==> config.mk <==
export PLATFORM = sky130hd
export DESIGN_NAME = sobol_rng_multidim
export DESIGN_NICKNAME = d
export VERILOG_FILES = /design/src/rtl/sobol_pkg.sv /design/src/rtl/sobol_lsz_idx.sv /design/src/rtl/sobol_rng_multidim.sv
export SDC_FILE = /design/constraint.sdc
export NUM_CORES = 1
export LEC_CHECK = 0
export ABC_CLOCK_PERIOD_IN_PS = 6500
export CORE_ASPECT_RATIO = 1.2
export CORE_UTILIZATION = 36
export CTS_CLUSTER_DIAMETER = 60
export CTS_CLUSTER_SIZE = 10
export DETAILED_ROUTE_END_ITERATION = 10
export DONT_BUFFER_PORTS = 1
export GPL_TIMING_DRIVEN = 0
export PLACE_DENSITY = 0.52
export SYNTH_ARGS = -nofsm -noshare
export SYNTH_HDL_FRONTEND = slang
export SYNTH_HIERARCHICAL = 1
export SYNTH_SLANG_ARGS = --single-unit
==> constraint.sdc <==
create_clock -name clk -period 6.5 [get_ports clk]
set_input_delay 1.625 -clock clk [delete_from_list [all_inputs] [get_ports clk]]
set_output_delay 1.625 -clock clk [all_outputs]
set_load 0.05 [all_outputs]
==> src/rtl/sobol_pkg.sv <==
// Shared types and reset direction-vector tables for the Sobol point generator.
package sobol_pkg;

    typedef enum logic [1:0] {
        IDLE = 2'd0,
        RUN  = 2'd1,
        DONE = 2'd2
    } state_e;

    localparam int unsigned M_TABLE_LEN = 16;

    // Dimension-1 odd multipliers m[k]; v[k] = m[k] << (WIDTH-1-k).
    localparam logic [15:0] DIM1_M [M_TABLE_LEN] = '{
        16'd1,    16'd3,    16'd5,     16'd15,
        16'd17,   16'd51,   16'd85,    16'd255,
        16'd257,  16'd771,  16'd1285,  16'd3855,
        16'd4369, 16'd13107, 16'd21845, 16'd65535
    };

    // Reset direction vector for (dim, k); dim0 and dims >= 2 use the identity vectors.
    function automatic logic [31:0] default_dv(input int unsigned dim,
                                               input int unsigned k,
                                               input int unsigned width);
        logic [31:0] m;
        if (dim == 32'd1 && k < M_TABLE_LEN) begin
            m = 32'(DIM1_M[k]);
        end else begin
            m = 32'd1;
        end
        if (k >= width) begin
            return 32'd0;
        end
        return m << (width - 32'd1 - k);
    endfunction

endpackage

==> src/rtl/sobol_lsz_idx.sv <==
// Index of the least-significant zero bit of the counter; all-ones maps to WIDTH-1.
module sobol_lsz_idx #(
    parameter int unsigned WIDTH = 8,
    localparam int unsigned IDX_W = $clog2(WIDTH)
) (
    input  logic [WIDTH-1:0] cnt,
    output logic [IDX_W-1:0] lsz_idx_c
);

    // Scan from the top so the lowest zero wins; no zero leaves the WIDTH-1 default.
    always_comb begin
        lsz_idx_c = IDX_W'(WIDTH - 1);
        for (int unsigned i = WIDTH; i > 0; i--) begin
            if (!cnt[i-1]) begin
                lsz_idx_c = IDX_W'(i - 1);
            end
        end
    end

endmodule

==> src/rtl/sobol_rng_multidim.sv <==
// Multi-dimension Sobol point generator with valid/ready output and loadable direction vectors.
module sobol_rng_multidim
    import sobol_pkg::*;
#(
    parameter int unsigned WIDTH     = 8,
    parameter int unsigned DIMS      = 2,
    parameter int unsigned WRAP_STOP = 0,
    localparam int unsigned DIM_W    = (DIMS > 1) ? $clog2(DIMS) : 1,
    localparam int unsigned IDX_W    = $clog2(WIDTH)
) (
    input  logic                  clk,
    input  logic                  rst,
    input  logic                  start,
    input  logic                  restart,
    output logic                  out_valid,
    input  logic                  out_ready,
    output logic [DIMS*WIDTH-1:0] out_data,
    output logic [WIDTH-1:0]      out_idx,
    output logic                  wrap,
    output logic                  done,
    input  logic                  dv_we,
    input  logic [DIM_W-1:0]      dv_dim,
    input  logic [IDX_W-1:0]      dv_idx,
    input  logic [WIDTH-1:0]      dv_data
);

    state_e                                   state_q, state_d;
    logic [WIDTH-1:0]                         cnt_q, cnt_d;
    logic [DIMS-1:0][WIDTH-1:0]               pt_q, pt_d;
    logic [DIMS-1:0][WIDTH-1:0][WIDTH-1:0]    dv_q, dv_d;
    logic                                     valid_q, valid_d;
    logic                                     wrap_q, wrap_d;
    logic                                     done_q, done_d;
    logic [IDX_W-1:0]                         lsz_c;
    logic                                     fire_c;

    sobol_lsz_idx #(.WIDTH(WIDTH)) u_lsz (
        .cnt       (cnt_q),
        .lsz_idx_c (lsz_c)
    );

    assign fire_c = valid_q & out_ready;

    // Next-state: FSM, Gray-code advance, wrap detection and direction-vector writes.
    always_comb begin
        state_d = state_q;
        cnt_d   = cnt_q;
        pt_d    = pt_q;
        dv_d    = dv_q;
        wrap_d  = 1'b0;

        if (restart) begin
            state_d = IDLE;
            cnt_d   = '0;
            pt_d    = '0;
        end else begin
            unique case (state_q)
                IDLE: begin
                    if (start) begin
                        state_d = RUN;
                    end
                end
                RUN: begin
                    if (fire_c) begin
                        cnt_d = cnt_q + 1'b1;
                        for (int unsigned d = 0; d < DIMS; d++) begin
                            pt_d[d] = pt_q[d] ^ dv_q[d][lsz_c];
                        end
                        if (&cnt_q) begin
                            wrap_d = 1'b1;
                            if (WRAP_STOP != 0) begin
                                state_d = DONE;
                            end
                        end
                    end
                end
                DONE: begin
                    state_d = DONE;
                end
                default: begin
                    state_d = IDLE;
                end
            endcase
        end

        // Writes land after any same-cycle advance, which therefore sees the old vector.
        for (int unsigned d = 0; d < DIMS; d++) begin
            for (int unsigned k = 0; k < WIDTH; k++) begin
                if (dv_we && dv_dim == DIM_W'(d) && dv_idx == IDX_W'(k)) begin
                    dv_d[d][k] = dv_data;
                end
            end
        end

        valid_d = (state_d == RUN);
        done_d  = (state_d == DONE);
    end

    // State, counter, point and direction-vector registers.
    always_ff @(posedge clk or posedge rst) begin
        if (rst) begin
            state_q <= IDLE;
            cnt_q   <= '0;
            pt_q    <= '0;
            valid_q <= 1'b0;
            wrap_q  <= 1'b0;
            done_q  <= 1'b0;
            for (int unsigned d = 0; d < DIMS; d++) begin
                for (int unsigned k = 0; k < WIDTH; k++) begin
                    dv_q[d][k] <= WIDTH'(default_dv(d, k, WIDTH));
                end
            end
        end else begin
            state_q <= state_d;
            cnt_q   <= cnt_d;
            pt_q    <= pt_d;
            valid_q <= valid_d;
            wrap_q  <= wrap_d;
            done_q  <= done_d;
            dv_q    <= dv_d;
        end
    end

    assign out_valid = valid_q;
    assign out_data  = pt_q;
    assign out_idx   = cnt_q;
    assign wrap      = wrap_q;
    assign done      = done_q;

endmodule

== After elaboration in Yosys (flattened, before gate mapping) ==
Index checks and enable logic that the tools add are counted.
Cells by class
  $add $sub $neg: 1
  $mul: 0
  divide/modulo/power cells: 0
  $lt $le $gt $ge: 1
  equal/unequal tests: 11
  shift-type cells: 0
  muxes and demuxes: 24
  bitwise gates (word level): 4
  reduce and logical (&&, ||, !) cells: 24
Operator list (number)
  $bmux 8 s3: 2
  $mux 16: 3
  $mux 8: 5
  $logic_and 1x1->1: 18
  $xor 8x8->8: 2
  $eq 3x3->1 const B: 4
  $mux 3: 4
  $add 8x1->8 const B: 1
  $mux 2: 4
  $reduce_and 8->1: 1
  $eq 3x2->1 const B: 2
  $pmux 2 s3: 1
  $mux 1: 5
  $eq 2x1->1 const B: 2
  $eq 2x2->1 const B: 2
  $lt 3x4->1 const B: 1
  $reduce_bool 2->1: 2
  $eq 3x1->1 const B: 1
  $logic_not 3->1: 1
  $logic_not 2->1: 1
  $reduce_and 2->1: 1
  $and 1x1->1: 1
  $not 1->1: 1
Storage, ports and cells
  register bits after elaboration: 157
  latch bits: 0
  bits in writable memories: 0
  memory bits (read-only): 0
  input bits: 18
  output and inout port bits: 27
  logic and storage cells: 88
  memories kept: 0

== Logic depth before layout (Yosys ltp) ==
Gate-level depths: netlist of the first run.
  depth in word-level cells: 13
  depth in mapped cells: 10
  gate-level depth less buffers: 7

== Cells and area by module ==
The synthesis of the first run kept the hierarchy.
By module, submodules not included
  sobol_rng_multidim: instances 1, cells an instance 525, area each 7365.8 µm²
  sobol_lsz_idx: instances 1, cells an instance 10, area each 43.8 µm²

== Least setup slack after synthesis of the first run ==
OpenSTA, ideal clock, no wires.
  path kind: input port to flip-flop
  start: in dv_idx[1]
  end: reg dv_q[24] (netlist bit)
  setup time: 0.125 ns
  arrival time: 2.839 ns
  data required time: 6.375 ns
  slack: 3.536 ns
  cell stages on the path: 4
  path buffers: 1
  cells stage by stage: clkbuf_1 > nand2_1 > nor3_2 > mux2_2
On the way
  word-level cells in the longest chain between the ends: 2
RTL lines
  start: declaration: RTL line sobol_rng_multidim.sv:23  | input logic [IDX_W-1:0] dv_idx,
  $eq 3x2->1: RTL line sobol_rng_multidim.sv:89  | if (dv_we && dv_dim == DIM_W'(d) && dv_idx == IDX_W'(k)) begin
  $logic_and 1x1->1: RTL line sobol_rng_multidim.sv:89
  end signal: indexed assignment: RTL line sobol_rng_multidim.sv:110  | dv_q[d][k] <= WIDTH'(default_dv(d, k, WIDTH));
  end signal: assignment: RTL line sobol_rng_multidim.sv:120  | dv_q <= dv_d;
  end: declaration: RTL line sobol_rng_multidim.sv:30  | logic [DIMS-1:0][WIDTH-1:0][WIDTH-1:0] dv_q, dv_d;
Every way passes these cells.
A chain may end at the register's enable or synchronous reset.

== Final worst setup path of the first run ==
  start: reg cnt_q[3] (netlist: out_idx[3])
  end: reg pt_q, in the netlist out_data[14]
On the way
  word-level cells in the longest chain between the ends: 10
RTL lines
  start: declaration: RTL line sobol_rng_multidim.sv:28  | logic [WIDTH-1:0] cnt_q, cnt_d;
  start signal: assignment: RTL line sobol_rng_multidim.sv:115  | cnt_q <= cnt_d;
  $mux 3 (4 in series): RTL line sobol_lsz_idx.sv:14  | if (!cnt[i-1]) begin
  via lsz_c[2]: RTL line sobol_rng_multidim.sv:34  | logic [IDX_W-1:0] lsz_c;
  $bmux 8 s3: RTL line sobol_rng_multidim.sv:67  | pt_d[d] = pt_q[d] ^ dv_q[d][lsz_c];
  $mux 8 (implied by the code): RTL line sobol_rng_multidim.sv:67
  $xor 8x8->8: RTL line sobol_rng_multidim.sv:67
  $mux 16: RTL line sobol_rng_multidim.sv:64  | if (fire_c) begin
  $mux 16: RTL line sobol_rng_multidim.sv:57  | unique case (state_q)
  $mux 16: RTL line sobol_rng_multidim.sv:52  | if (restart) begin
  end signal: assignment: RTL line sobol_rng_multidim.sv:116  | pt_q <= pt_d;
  end: declaration: RTL line sobol_rng_multidim.sv:29  | logic [DIMS-1:0][WIDTH-1:0] pt_q, pt_d;
The timed path passes the listed nets, and every way through them passes these cells. The select of a mux whose other input is x is not followed.

==> results.cfg, run 1 <==
[setup_path]
path_buf_inv = 1
crit-reg2reg-launch = out_idx[3]
arrival_ns = 3.48
start_kind = flip-flop
crit_type = flip-flop to flip-flop
cp.required_ns = 6.80
path_delay_family = flip-flops
rr_endpoint = out_data[14]
cp_num_cells = 7
r2r_setup_slack_ns = 3.32
reg2reg_depth = 7
critPathCaptureType = flip-flop
path_max_fanout = 10
path_cells = nand2_1, nor2_1, clkbuf_1, or2b_1, a211oi_1, a2111oi_1, mux2_1
critical_path.slowest_cell = dfrtp_1
max_stage_delay_ns = 0.79

[timing]
rsz0062_at_grt = no
period_share_pct = 48.9
relSlewSlack_pct = 11.0
fin_ws_ns = 3.32
hold_viol_final = 0
setup-violations-final = 0
drv_slew = 0
finalCriticalPeriod_ns = 3.18
worst-slew-pin-transition_ns = 1.32
skew_ns = 0.00880
clock.fmax_mhz = 315

[place]
place_congestion = 0.788
io_buffers = 0
dpl.hpwl_microns = 12500
dp_slack_ns = 3.01
dp_cells = 801

[hold_path]
hold_end = dv_q[27]
hold_class = flip-flop to flip-flop
min_path_cells = 1
min_from = dv_q[27]

[die]
fp.dieW_microns = 133
fp.dieH_microns = 159
core_sq_um = 20200
ios = 45
die_area_sq_um = 21200
start_util_pct = 36.7
placementRows = 57

[clock_tree]
cts_resized = 0
postCtsSetupBuffers = 0
cts_inserted_buffers = 17
clk_pin_slew_ns = 0.06
cts_tree = yes
cts_buffer_depth = 2
clock-sinks = 157
htreeDepth = 4
clk_latency_ns = 0.43
clock-root-buffer = clkbuf_16
postCtsHoldBufs = 0

[yosys]
synth.area.top_cells = dfrtp_1 41%, mux2_2 23%, dfstp_2 12%
netlist_area_sq_um = 7410
synth_seq_area_share_pct = 53.6
yosysTopAreaCell = dfrtp_1
synth_top_cell_area_share_pct = 41.2
syn_inst = 535
syn_nets = 554
yosysWarnings = 6
syn_avg_cell_area_sq_um = 13.8
ys_types = 41
ys_seq_elements = 157

[power]
clkPwrFrac_pct = 38.0
power_density_nw_per_um2 = 320
p_switching_mw = 0.627
switching_share_pct = 23.4
finalPower_mw = 2.68
irDropWorstVdd_v = 0.000180
p_leak_nw = 3.38
power_frac_seq_pct = 48.6
p_int_mw = 2.06
power_frac_comb_pct = 13.4

[finish]
n_antenna_cell = 0
instances_no_fill = 833
nets = 574
post-route-util_pct = 41.5
layout-drive-gt1-share_pct = 41.4
area_growth_pct = 13.0

[route]
vias = 4492
final_antenna_net_count = 0
routed_wl_microns = 18700
dr.pass1.iters = 7
routedWlPerCell_microns = 22.5
viasPerCell = 5.39
drc = 0
drtIter0Drc = 408

[global_route]
overflow = 0
grt_pass1_wl_microns = 29000
antenna_found_initial = 0
grt_use_total_pct = 18.7
grt_max_degree = 103
grt_pass1_vias = 4737

[run]
maxCapViolations = 0

[outcome]
status = completed
## metal layers
layer / vias up / global-route usage [%] / share of wire (%)
li1: 2032 / - / -
met1: 2329 / 23.5 / 43
met2: 105 / 30.3 / 49
met3: 26 / 4.90 / 4.9
met4: 0 / 8.25 / 2.8
met5: - / 0 / 0
## cells in the mapped netlist (all sizes together)
library cell and instances:
mux2 156, dfrtp 122, dfstp 35, nor2b 26, clkbuf 21, nor2 20
mux4 16, a21oi 14, buf 12, nand2 12, o22ai 12, o31ai 12
or4 12, inv 9, nor3 9, a2111oi 8, nand4 5, xnor2 5
a211oi 4, nand2b 4, nor4 4, nand3 3, nor3b 2, o21ai 2
xor2 2, a31oi 1, and3 1, and4b 1, ha 1, nand4b 1
or2 1, or2b 1, or3 1
## cell families (layout without fill, tap and decap cells)
| family | after synthesis | after routing | synth area share, % |
|---|---|---|---|
| DFF | 157 | 157 | 53.6 |
| muxes | 172 | 172 | 29.4 |
| xor gates and xnor gates | 7 | 7 | 0.827 |
| AOI/OAI and AO/OA | 53 | 53 | 4.81 |
| buffers and inverters | 42 | 75 | 2.95 |
| and+or+nand+nor | 103 | 103 | 8.24 |
| adders and majority gates | 1 | 1 | 0.169 |
## layout make-up
| type | count | area [sq um] |
|---|---|---|
| Fill cell | 1863 | 11800 |
| Tap cell | 265 | 332 |
| Clock inverter | 7 | 113 |
| Sequential cell | 157 | 3970 |
| Clock buffer | 25 | 485 |
| Inverter | 9 | 38.8 |
| Timing Repair Buffer | 1 | 27.5 |
| Buffer | 33 | 185 |
| Multi-Input combinational cell | 336 | 3220 |
## worst register-to-register path: stages (launching register included)
cell and delay, ns:
dfrtp_1 0.79, nand2_1 0.15, nor2_1 0.37, clkbuf_1 0.40, or2b_1 0.25, a211oi_1 0.07
a2111oi_1 0.64, mux2_1 0.38
## registers in the layout, indices dropped and copies added, names as in the netlist
| register | count |
|---|---|
| out_idx | 8 |
| dv_q | 128 |
| state_q | 2 |
| out_data | 16 |
| done | 1 |
| wrap | 1 |
| out_valid | 1 |
## power by group through the flow
stage               Clock, mW  Combinational, mW  Sequential [mW]
floorplan                   0              0.303             1.29
global placement            0              0.347             1.31
detailed placement          0              0.363             1.32
CTS                      1.04              0.365             1.30
global route             1.08              0.397             1.33
finish                   1.02              0.361             1.30
## placed cells by master (no fill, tap or decap), drive strengths merged, types with 2 or more instances in the layout
| cell | netlist | final |
|---|---|---|
| nor3b | 2 | 2 |
| xor2 | 2 | 2 |
| nand4 | 5 | 5 |
| o31ai | 12 | 12 |
| nand2 | 12 | 12 |
| nand2b | 4 | 4 |
| mux2 | 156 | 156 |
| nor2b | 26 | 26 |
| buf | 12 | 13 |
| nor3 | 9 | 9 |
| dfrtp | 122 | 122 |
| mux4 | 16 | 16 |
| o22ai | 12 | 12 |
| xnor2 | 5 | 5 |
| clkinv | 0 | 3 |
| a21oi | 14 | 14 |
| bufinv | 0 | 3 |
| a211oi | 4 | 4 |
| a2111oi | 8 | 8 |
| nor2 | 20 | 20 |
| inv | 9 | 9 |
| dfstp | 35 | 35 |
| clkbuf | 21 | 46 |
| nor4 | 4 | 4 |
| or4 | 12 | 12 |
| nand3 | 3 | 3 |
| o21ai | 2 | 2 |
## how the worst max path moves through the flow
stage,start,end
4_1_cts,out_idx[3],out_data[14]
3_3_place_gp,rst,dv_q[10]
6_report,out_idx[3],out_data[14]
5_1_grt,out_idx[3],out_data[14]
2_1_floorplan,rst,done
3_5_place_dp,dv_idx[0],dv_q[65]
## per-stage QoR
step                hold WS (ns)  instance area, sq um  TNS, ns
floorplan                  0.469                  7410        0
global route               0.511                  8370        0
detailed placement         0.487                  7770        0
global placement           0.479                  7740  -104.45
CTS                        0.501                  8370        0
finish                     0.499                  8370        0
Note: power is estimated with default switching activity, not from simulation.
==> inputs of run 2 (changes only) <==
- ABC_CLOCK_PERIOD_IN_PS: 6500 -> 2570
- PLACE_DENSITY: 0.52 -> 0.54
- clock period: 6.5 -> 2.57 ns (I/O delays scaled with it)
==> results.cfg, run 2 (synthesized netlist as in run 1, its figures left out) <==
[outcome]
status = completed

[global_route]
grt_max_degree = 45
grt_pass1_vias = 4760
grt_use_total_pct = 18.4
grt_pass1_wl_microns = 28800
antenna_found_initial = 0
overflow = 0

[route]
met2WireLength_microns = 9250
dr.pass1.iters = 4
routed-wl-met3_microns = 588
highest_layer = met4
drc = 0
viasPerCell = 5.34
vias = 4476
routed_wl_microns = 18200
drtIter0Drc = 232
routedWlPerCell_microns = 21.7
final_antenna_net_count = 0
drt-met1-wl_microns = 8110

[finish]
mostFrequentLayoutCell = mux2_2
layout-drive-gt1-share_pct = 46.4
final_cell_mix = 152 x mux2_2, 115 x dfrtp_1, 35 x dfstp_2
n_antenna_cell = 0
instances_no_fill = 838
nets = 579
regMostFlops = dv_q
post-route-util_pct = 42.5
area_growth_pct = 15.6
largest_register_ff_count = 128

[setup_path]
start_kind = flip-flop
crit-reg2reg-launch = out_idx[2]
r2r_setup_slack_ns = 0.10
crit_type = flip-flop to flip-flop
rr_endpoint = out_data[14]
path_delay_family = compound AO/OA/AOI/OAI gates
max_stage_delay_ns = 0.56
reg2reg_depth = 10
path_max_fanout = 10
arrival_ns = 2.78
critPathCaptureType = flip-flop
path_buf_inv = 4
cpMostUsedCell = buf_12
critical_path.slowest_cell = dfrtp_4
path_cells = nand2_2, a21oi_1, nor2_1, buf_6, buf_12, buf_12, mux4_1, inv_1, a2111oi_4, mux2_4
cp.required_ns = 2.88

[power]
power_density_nw_per_um2 = 806
p_leak_nw = 3.42
irDropWorstVdd_v = 0.000475

[clock_tree]
cts_buffer_depth = 2
htreeDepth = 4
clk_latency_ns = 0.43
clk_pin_slew_ns = 0.06
cts_inserted_buffers = 17
clock-root-buffer = clkbuf_16
postCtsHoldBufs = 0
cts_tree = yes
clock-sinks = 157

[run]
maxCapViolations = 0

[hold_path]
hold_class = input port to async pin

[place]
io_buffers = 0
dp_cells = 803
dpl.hpwl_microns = 12600
place_congestion = 0.756

[timing]
hold_viol_final = 0
clock.fmax_mhz = 405
drv_slew = 0
worst-slew-pin-transition_ns = 0.958
rsz0062_at_grt = no
setup-violations-final = 0
skew_ns = 0.00565
finalCriticalPeriod_ns = 2.47
period_share_pct = 96.0
relSlewSlack_pct = 35.9

[die]
fp.dieW_microns = 133
placementRows = 57
die_area_sq_um = 21200
core_sq_um = 20200
ios = 45
start_util_pct = 36.7
fp.dieH_microns = 159
run 2: cell type report:
cell class	count	area (sq um)
multi-input cells	336	3300
flip-flops and latches	157	3990
clock inverters	14	191
plain buffers	33	204
clock buffers	18	429
fillers	1805	11600
repair buffers	6	82.6
well taps	265	332
inverters	9	37.5
run 2: how the worst max path moves through the flow:
stage / from / end / slack [ns] / cells past startpoint
2_1_floorplan: rst / done / -0.03 / 1
6_report: out_idx[2] / out_data[14] / 0.10 / 10
3_3_place_gp: rst / dv_q[10] / -0.82 / 1
3_5_place_dp: out_idx[3] / out_data[14] / -0.50 / 7
5_1_grt: out_idx[5] / out_data[1] / 0.001 / 10
4_1_cts: out_idx[1] / out_data[14] / 0.02 / 7
run 2: timing repair:
item                                    in CTS  in global routing
setup buffers                                1                  2
gates resized for setup                     19                 19
pin swaps                                    0                  4
endpoints found under the setup margin      16                 14
hold endpoints to repair                     0                  0
run 2: per-stage QoR:
step                      worst slack, ns  cell area [sq um]  hold WS [ns]  TNS [ns]  power, mW
final                               0.103               8570         0.217         0       6.91
after global routing              0.00106               8570         0.264         0       7.22
after CTS                          0.0215               8480         0.220         0       6.95
after detailed placement           -0.503               7810         0.486     -4.94       4.26
after global placement             -0.817               7740         0.478   -105.74       4.18
after floorplan                   -0.0308               7410         0.469     -3.76       4.02
run 2: per-layer routing:
layer | GRT usage [%] | vias up
li1 | - | 2052
met1 | 23.5 | 2343
met2 | 31.0 | 65
met3 | 3.76 | 16
met4 | 6.17 | 0
met5 | 0 | -
run 2: power breakdown:
group | internal, mW | switching, mW | total, mW
logic | 0.569 | 0.374 | 0.943
registers | 3.04 | 0.255 | 3.29
clock network | 1.63 | 1.04 | 2.67
==> inputs of run 3 (changes only) <==
- ABC_CLOCK_PERIOD_IN_PS: 2570 -> 2300
- CORE_ASPECT_RATIO: 1.2 -> 1.4
- PLACE_DENSITY: 0.54 -> 0.52
- clock period: 2.57 -> 2.3 ns (I/O delays scaled with it)
==> results.cfg, run 3 (synthesized netlist as in run 1, its figures left out) <==
[global_route]
grt_max_degree = 45
antenna_found_initial = 0
grt_use_total_pct = 19.7
overflow = 0
grt_pass1_wl_microns = 29800
grt_pass1_vias = 4940

[timing]
fin_ws_ns = -0.0735
skew_ns = 0.00736
rsz0062_at_grt = yes
worst-slew-pin-transition_ns = 1.02
period_share_pct = 103
clock.fmax_mhz = 421
setup-violations-final = 8
hold_viol_final = 0
drv_slew = 0
relSlewSlack_pct = 31.3
finalCriticalPeriod_ns = 2.37

[power]
switching_share_pct = 23.4
p_leak_nw = 3.62
clkPwrFrac_pct = 39.8
finalPower_mw = 8.14
power_frac_seq_pct = 45.7
p_switching_mw = 1.90
power_density_nw_per_um2 = 892
irDropWorstVdd_v = 0.000535
p_int_mw = 6.23
power_frac_comb_pct = 14.6

[route]
viasPerCell = 5.46
routedWlPerCell_microns = 23.1
final_antenna_net_count = 0
drc = 0
drtIter0Drc = 182
dr.pass1.iters = 4
routed_wl_microns = 19500
vias = 4600

[die]
start_util_pct = 37.1
fp.dieH_microns = 172
fp.dieW_microns = 123
ios = 45
placementRows = 61
core_sq_um = 20000
die_area_sq_um = 21200

[setup_path]
path_max_fanout = 8
cp.required_ns = 2.61
critPathLaunch = out_idx[2]
arrival_ns = 2.68
crit-reg2reg-launch = out_idx[2]
start_kind = flip-flop
crit_type = flip-flop to flip-flop
critPathCaptureType = flip-flop

[finish]
post-route-util_pct = 45.6
fill_cells = 1811
multi_input_area_sq_um = 3510
seqCellArea_sq_um = 4000
final_cell_mix = 148 x mux2_2, 114 x dfrtp_1, 35 x dfstp_2
n_antenna_cell = 0
largest_register_ff_count = 128
layout-drive-gt1-share_pct = 58.7
mostFrequentLayoutCell = mux2_2
area_growth_pct = 23.1
regMostFlops = dv_q
nets = 597

[clock_tree]
clk_latency_ns = 0.42
clock-sinks = 157
cts_tree = yes
clock-root-buffer = clkbuf_16
clk_pin_slew_ns = 0.06
cts_inserted_buffers = 17
postCtsHoldBufs = 0
htreeDepth = 4
cts_buffer_depth = 2

[outcome]
violations = setup timing
status = complete, but fails checks

[place]
dpl.hpwl_microns = 12800
dp_slack_ns = -0.857
place_congestion = 0.768
io_buffers = 0

[run]
maxCapViolations = 0

[hold_path]
hold_class = input port to async pin
run 3: cell count changes in the layout (fill, tap and decap cells not counted), moves of 6 or more:
cell     before  now
buf_4         7   14
a21oi_2       0    7
a21oi_1      14    7
nor2b_2       2    8
o22ai_1      12    3
mux4_2        0   13
mux4_1       16    3
o22ai_2       0    7
inv_1         8    2
nor2b_1      24   17
inv_2         0    6
mux2_4        1    8
run 3: area by class of cell:
class / count / share of cell area (%)
sequential: 157 / 43.8
multi-input combinational: 336 / 38.4
clock buffer: 22 / 5.20
tap: 252 / 3.46
timing repair buffer: 25 / 3.33
buffer: 32 / 3.09
clock inverter: 10 / 2.30
inverter: 9 / 0.411
run 3: repair_timing:
item                                    4_1_cts  5_1_grt
cloned                                        1        3
endpoints found under the setup margin       17       16
pin swaps                                    17       10
resized for setup                            99       39
hold endpoints to repair                      0        0
buffers inserted                             10        8
run 3: path summary, 6_finish.rpt:
kind / to / slack (ns) / depth (start not counted)
max: out_data[11] / -0.07 / 9
min: wrap / 0.17 / 1
max reg2reg: out_data[11] / -0.07 / 9
min reg2reg: dv_q[43] / 0.50 / 1
max in group asynchronous: dv_q[14] / 1.37 / 2
min in group clk: dv_q[10] / 0.30 / 1
run 3: critical path, stage by stage, from the launching register on:
cell       delay [ns]
dfrtp_4          0.59
nand2_4          0.11
a21oi_2          0.05
nor2_4           0.23
buf_12           0.16
buf_12           0.13
mux4_2           0.20
inv_2            0.05
a2111oi_4        0.39
mux2_4           0.33
run 3: power by group through the flow:
stage	Clock (mW)	Combinational [mW]	Sequential (mW)
2_1_floorplan	0	0.856	3.63
3_3_place_gp	0	0.978	3.69
3_5_place_dp	0	1.03	3.73
4_1_cts	3.29	1.14	3.70
5_1_grt	3.39	1.29	3.78
6_report	3.23	1.18	3.72
run 3: through the flow:
step | hold slack (ns) | instance area (sq um) | setup TNS (ns) | cells
5_1_grt | 0.217 | 9120 | -1.31 | 843
3_5_place_dp | 0.489 | 7790 | -12.14 | 790
4_1_cts | 0.187 | 8900 | -0.328 | 833
3_3_place_gp | 0.478 | 7730 | -143.55 | 787
2_1_floorplan | 0.469 | 7410 | -29.83 | 535
6_report | 0.174 | 9120 | -0.236 | 843
run 3: metal layers:
layer,global-route usage (%),part of all wire [%],up-vias
met5,0,0,-
met4,8.43,3.1,0
met3,3.98,3.3,28
met2,33.6,51,80
met1,23.8,42,2428
li1,-,-,2064
